==> config.mk <==
export PLATFORM = sky130hd
export DESIGN_NAME = complex_frame_pingpong_ram_flat
export DESIGN_NICKNAME = d
export VERILOG_FILES = /design/src/rtl/complex_frame_pingpong_ram_if.sv /design/src/rtl/complex_frame_pingpong_ram.sv /design/src/flat_wrapper.sv
export SDC_FILE = /design/constraint.sdc
export NUM_CORES = 2
export LEC_CHECK = 0
export BUFFER_PORTS_ARGS = -buffer_cell sky130_fd_sc_hd__buf_2
export CORE_MARGIN = 4
export CORE_UTILIZATION = 56
export CTS_CLUSTER_SIZE = 28
export DETAILED_ROUTE_END_ITERATION = 10
export PLACE_DENSITY = 0.75
export SLEW_MARGIN = 10
export SYNTH_ARGS = -nofsm -noshare
export SYNTH_HDL_FRONTEND = slang
export SYNTH_SLANG_ARGS = --single-unit
==> constraint.sdc <==
create_clock -name CLK -period 6.1 [get_ports CLK]
set_input_delay 1.22 -clock CLK [delete_from_list [all_inputs] [get_ports CLK]]
set_output_delay 1.22 -clock CLK [all_outputs]
set_load 0.02 [all_outputs]
==> src/rtl/complex_frame_pingpong_ram_if.sv <==
// Sample stream interface for the complex ping-pong frame buffer.
// The master drives input samples and control; the slave returns the replayed frame.
interface complex_frame_pingpong_ram_if #(
  parameter int total_bits = 32
);
  logic                  ED;
  logic                  START;
  logic                  SPLIT;
  logic [total_bits-1:0] DReal;
  logic [total_bits-1:0] DImag;
  logic [total_bits-1:0] DOReal;
  logic [total_bits-1:0] DOImag;
  logic                  VALID;
  logic                  RDY;
  logic                  BUSY;

  modport master (
    output ED, START, SPLIT, DReal, DImag,
    input  DOReal, DOImag, VALID, RDY, BUSY
  );

  modport slave (
    input  ED, START, SPLIT, DReal, DImag,
    output DOReal, DOImag, VALID, RDY, BUSY
  );
endinterface

==> src/rtl/complex_frame_pingpong_ram.sv <==
// Ping-pong frame buffer for complex samples: natural or even/odd replay.
// Define BITREV_EN to make SPLIT=0 replay in bit-reversed order instead.
module complex_frame_pingpong_ram #(
  parameter int total_bits = 32,
  parameter int ADDR_BITS  = 4
) (
  input  logic CLK,
  input  logic RST,
  complex_frame_pingpong_ram_if.slave bus
);
  localparam int N = 1 << ADDR_BITS;
  localparam int W = 2 * total_bits;

  typedef logic [ADDR_BITS-1:0] addr_t;

  logic [W-1:0] mem [2*N];

  addr_t wct;
  addr_t rct;
  addr_t waddr;
  addr_t raddr;
  logic  busy;
  logic  ract;
  logic  wbank;
  logic  rbank;
  logic  split_q;
  logic  valid;
  logic  rdy;
  logic  we;
  logic  last_w;
  logic  swap;
  logic [total_bits-1:0] dore;
  logic [total_bits-1:0] doim;

  function automatic addr_t map_addr(
    input addr_t r,
    input logic  sp
  );
    addr_t b;
    b = r;
    if (sp) begin
      b = {r[ADDR_BITS-2:0], r[ADDR_BITS-1]};
    end else begin
`ifdef BITREV_EN
      for (int i = 0; i < ADDR_BITS; i++)
        b[i] = r[ADDR_BITS-1-i];
`else
      b = r;
`endif
    end
    return b;
  endfunction

  // START wins over completion: a restart on the last index never swaps
  always_comb begin
    we     = bus.ED && (bus.START || busy);
    waddr  = bus.START ? '0 : wct;
    last_w = busy && !bus.START
          && (wct == addr_t'(N-1));
    swap   = bus.ED && last_w;
    raddr  = map_addr(rct, split_q);
  end

  always_ff @(posedge CLK) begin
    if (we)
      mem[{wbank, waddr}] <=
        {bus.DReal, bus.DImag};
  end

  always_ff @(posedge CLK or negedge RST) begin
    if (!RST) begin
      wct     <= '0;
      rct     <= '0;
      busy    <= 1'b0;
      ract    <= 1'b0;
      wbank   <= 1'b0;
      rbank   <= 1'b0;
      split_q <= 1'b0;
      valid   <= 1'b0;
      rdy     <= 1'b0;
      dore    <= '0;
      doim    <= '0;
    end else if (bus.ED) begin
      if (bus.START) begin
        wct  <= addr_t'(1);
        busy <= 1'b1;
      end else if (busy) begin
        wct <= wct + addr_t'(1);
        if (last_w) begin
          busy  <= 1'b0;
          wct   <= '0;
          wbank <= ~wbank;
        end
      end
      if (ract) begin
        {dore, doim} <= mem[{rbank, raddr}];
        valid <= 1'b1;
        rdy   <= (rct == '0);
        rct   <= rct + addr_t'(1);
        if (rct == addr_t'(N-1))
          ract <= 1'b0;
      end else begin
        valid <= 1'b0;
        rdy   <= 1'b0;
      end
      // a swap on the final read edge restarts replay seamlessly
      if (swap) begin
        ract    <= 1'b1;
        rct     <= '0;
        split_q <= bus.SPLIT;
        rbank   <= wbank;
      end
    end
  end

  assign bus.DOReal = dore;
  assign bus.DOImag = doim;
  assign bus.VALID  = valid;
  assign bus.RDY    = rdy;
  assign bus.BUSY   = busy;
endmodule
==> src/flat_wrapper.sv <==
// flat-port wrapper written by rule: the top's interface ports become plain ports
module complex_frame_pingpong_ram_flat 
#(
  parameter int total_bits = 32,
  parameter int ADDR_BITS  = 4
)
  (CLK, RST, bus_ED, bus_START, bus_SPLIT, bus_DReal, bus_DImag, bus_DOReal, bus_DOImag, bus_VALID, bus_RDY, bus_BUSY);
  complex_frame_pingpong_ram_if #(.total_bits(total_bits)) bus_i ();
  input  logic CLK;
  input  logic RST;
  input wire logic [$bits(bus_i.ED)-1:0] bus_ED;
  input wire logic [$bits(bus_i.START)-1:0] bus_START;
  input wire logic [$bits(bus_i.SPLIT)-1:0] bus_SPLIT;
  input wire logic [$bits(bus_i.DReal)-1:0] bus_DReal;
  input wire logic [$bits(bus_i.DImag)-1:0] bus_DImag;
  output wire logic [$bits(bus_i.DOReal)-1:0] bus_DOReal;
  output wire logic [$bits(bus_i.DOImag)-1:0] bus_DOImag;
  output wire logic [$bits(bus_i.VALID)-1:0] bus_VALID;
  output wire logic [$bits(bus_i.RDY)-1:0] bus_RDY;
  output wire logic [$bits(bus_i.BUSY)-1:0] bus_BUSY;
  assign bus_i.ED = bus_ED;
  assign bus_i.START = bus_START;
  assign bus_i.SPLIT = bus_SPLIT;
  assign bus_i.DReal = bus_DReal;
  assign bus_i.DImag = bus_DImag;
  assign bus_DOReal = bus_i.DOReal;
  assign bus_DOImag = bus_i.DOImag;
  assign bus_VALID = bus_i.VALID;
  assign bus_RDY = bus_i.RDY;
  assign bus_BUSY = bus_i.BUSY;
  complex_frame_pingpong_ram #(.total_bits(total_bits), .ADDR_BITS(ADDR_BITS)) u_core (.CLK(CLK), .RST(RST), .bus(bus_i));
endmodule
==> results.sh <==
export IMPL_status="complete, no violations"
export IMPL_worst_path_max_fanout=42
export IMPL_hold_viol_final=0
export IMPL_crit_chain="buf_4, or2_4, buf_4, o221ai_1, a221o_1, o211ai_1, o21ai_0, o21ai_1"
export IMPL_dieWidth_um=409
export IMPL_grt_pass1_vias=54900
export IMPL_synth_top_area_share_pct=68.4
export IMPL_drtPass1Iterations=6
export IMPL_clockBufferDepth=3
export IMPL_drive_gt1_share_pct=16.6
export IMPL_timing_final_crit_share_pct=68.6
export IMPL_final_max_slew_viol_count=0
export IMPL_clock_latency_ns=0.86
export IMPL_via_count=55800
export IMPL_dp_slack_ns=1.62
export IMPL_ys_seq_area_share_pct=70.6
export IMPL_p_per_area_nw_per_um2=339
export IMPL_num_rows=146
export IMPL_seqPwrFrac_pct=48.6
export IMPL_tightest_slew_ns=1.26
export IMPL_critPathRequiredTime_ns=6.87
export IMPL_crit_family="buffers and inverters"
export IMPL_initial_core_util_pct=56.6
export IMPL_clkTransAtPathRegs_ns=0.06
export IMPL_hold_buffers=0
export IMPL_cts_root_buffer="clkbuf_16"
export IMPL_gp_congestion=0.843
export IMPL_area_delta_synth_final_pct=10.8
export IMPL_wl_per_cell_um=32.1
export IMPL_cts_resized=0
export IMPL_overflow=0
export IMPL_synth_compound_gate_area_share_pct=10.8
export IMPL_combPwrFrac_pct=13.3
export IMPL_tns_ns=0
export IMPL_nNetsFinal=5705
export IMPL_synth_fa_ha_area_share_pct=0.0417
export IMPL_die_height_um=409
export IMPL_syn_num_nets=5678
export IMPL_ant_nets=0
export IMPL_finalSetupViolations=0
export IMPL_cp_start_kind="flip-flop"
export IMPL_yosys_warnings=0
export IMPL_clock_power_share_pct=38.1
export IMPL_setup_slack_ns=1.92
export IMPL_port_buffers=135
export IMPL_synthSimpleGateAreaFrac_pct=2.97
export IMPL_multi_input_area_sq_um=24700
export IMPL_crit_type="reg2reg"
export IMPL_ys_ff_latch=2127
export IMPL_antenna_found_initial=18
export IMPL_syn_area_per_cell_sq_um=16.0
export IMPL_holdWs_ns=0.407
export IMPL_fmax_mhz=239
export IMPL_rsz0062_at_grt="no"
export IMPL_seq_area_sq_um=63500
export IMPL_grt_first_pass_wirelength_um=366000
export IMPL_ys_flop_type="edfxtp_1"
export IMPL_crit_buf_inv=2
export IMPL_cpMostUsedCell="buf_4"
export IMPL_drc=0
export IMPL_io_pins=136
export IMPL_end_kind="flip-flop"
export IMPL_yosys_area_top_type="edfxtp_1"
export IMPL_muxShareOfSynthArea_pct=13.3
export IMPL_syn_inst=5606
export IMPL_cts_tree="yes"
export IMPL_p_leak_nw=35.7
export IMPL_synth_edf_count=2048
export IMPL_fin_crit_ns=4.18
export IMPL_slowest_stage="dfrtp_4"
export IMPL_drv_cap=0
export IMPL_htree_levels=4
export IMPL_maxSlewHeadroom_pct=16.3
export IMPL_synth_top_family_by_area="multiplexers"
export IMPL_swShare_pct=24.8
export IMPL_routed_wl_um=253000
export IMPL_via_per_inst=7.07
export IMPL_synth_async_reset_ratio_pct=3.71
export IMPL_post_cts_buffers=0
export IMPL_fill_cells=10800
export IMPL_synth_commonest_cells="2,048 x edfxtp_1, 602 x mux2i_1, 318 x nand2_1"
export IMPL_critPathArrivalTime_ns=4.95
export IMPL_cts_buffers=202
export IMPL_clkSinkCount=2127
export IMPL_worst_path_largest_cell_delay_ns=0.90
export IMPL_netlist_area_sq_um=89900
export IMPL_skew_ns=0.0333
export IMPL_drt_iter0_drc=8231
export IMPL_grt_start_max_net_pins=159
export IMPL_core_region_area_sq_um=159000
export IMPL_synth_most_common_cell="edfxtp_1"
export IMPL_netlist_top_cells_area="edfxtp_1 68%, mux2i_1 6.7%, mux4_2 4.8%"
export IMPL_hold_path_class="in2async"
export IMPL_ir_drop_mv=0.330
export IMPL_die_area_sq_um=167000
export IMPL_p_int_mw=25.4
export IMPL_grtUsageTotal_pct=29.6
export IMPL_p_total_mw=33.8
export IMPL_switchingPower_mw=8.37
export IMPL_synthXorXnorAreaFrac_pct=0.0292
export IMPL_ys_types=70
export IMPL_dp_hpwl_um=137000
## layout make-up
class	instances	area share (%)
repair buffers	266	1.93
clock inverters	105	1.28
clock buffers	276	5.58
flip-flops and latches	2127	63.7
diodes	7	0.0176
multi-input cells	3022	24.8
well taps	2072	2.60
inverters	14	0.0603
## flip-flops by register name, indices dropped and copies added (netlist names)
| name | count |
|---|---|
| u_core.rct | 4 |
| u_core.split_q | 1 |
| u_core.bus.DOImag | 32 |
| u_core.bus.BUSY | 1 |
| u_core.rbank | 1 |
| u_core.bus.VALID | 1 |
| u_core.bus.DOReal | 32 |
| u_core.wct | 4 |
| u_core.bus.RDY | 1 |
| u_core.mem | 2048 |
| u_core.wbank | 1 |
| u_core.ract | 1 |
## power by group through the flow
| stage | clock (mW) | sequential (mW) | combinational [mW] |
|---|---|---|---|
| 2_1_floorplan | 0 | 16.7 | 2.96 |
| 3_3_place_gp | 0 | 16.7 | 4.28 |
| 3_5_place_dp | 0 | 16.7 | 4.38 |
| 4_1_cts | 12.9 | 16.4 | 4.41 |
| 5_1_grt | 13.6 | 16.4 | 4.72 |
| 6_report | 12.9 | 16.4 | 4.48 |
## routing by layer
metal / share of wire, % / up-vias / wire length [um] / track usage, %
met2: 46 / 3795 / 117000 / 46.1
met3: 12 / 681 / 31500 / 7.76
met1: 37 / 28400 / 93600 / 40.1
met4: 4.3 / 18 / 10900 / 12.4
li1: - / 22900 / - / -
met5: 0.046 / - / 116 / 0
## metrics by stage
step | std cells | instance area [sq um] | utilization [%]
after floorplan | 5606 | 89900 | -
after global placement | 7500 | 92800 | 58.4
after detailed placement | 7501 | 92800 | 58.4
after CTS | 7882 | 99600 | 62.7
after global routing | 7882 | 99600 | 62.7
final | 7889 | 99700 | 62.7
## worst reg2reg max path, delay by kind of cell, from the launching register on
family | cells | cell delay (ns)
AND/OR/NAND/NOR | 1 | 0.69
AO/OA/AOI/OAI | 5 | 1.26
buffers and inverters | 2 | 1.27
flip-flops | 1 | 0.90
## cells by family (layout without fill, tap and decap cells)
group | after synthesis | count (layout)
AO/OA/AOI/OAI | 1470 | 1470
XOR/XNOR | 3 | 3
adder cells (fa/ha/maj) | 3 | 3
buffers and inverters | 457 | 661
flip-flops | 2127 | 2127
multiplexers | 934 | 934
other | 0 | 7
AND/OR/NAND/NOR | 612 | 612
## cell usage in the layout (no fill, tap or decap), types with 44 or more instances in the layout
cell type	n
buf_4	111
mux2i_1	599
clkbuf_16	206
mux4_2	192
nor2_1	90
a32oi_1	100
o21ai_0	273
o221ai_1	44
buf_2	134
dfrtp_1	74
a22oi_1	106
a31oi_1	61
clkbuf_1	56
mux2_2	137
nor3_1	49
nand2_1	316
a21oi_1	298
o22ai_1	218
edfxtp_1	2048
a211oi_1	114
## final timing paths
check | start | to | cells after the start | slack, ns
max | u_core.rct[1]$_DFFE_PN0P_ | u_core.bus.DOImag[23]$_DFFE_PN0P_ | 8 | 1.92
min | RST | u_core.bus.DOImag[0]$_DFFE_PN0P_ | 1 | 0.41
max reg2reg | u_core.rct[1]$_DFFE_PN0P_ | u_core.bus.DOImag[23]$_DFFE_PN0P_ | 8 | 1.92
min reg2reg | u_core.bus.DOImag[7]$_DFFE_PN0P_ | u_core.bus.DOImag[7]$_DFFE_PN0P_ | 2 | 0.52
max in group asynchronous | RST | u_core.rct[1]$_DFFE_PN0P_ | 2 | 4.57
min in group CLK | u_core.bus.DOImag[7]$_DFFE_PN0P_ | u_core.bus.DOImag[7]$_DFFE_PN0P_ | 2 | 0.52
Note: power is estimated with default switching activity, not from simulation.
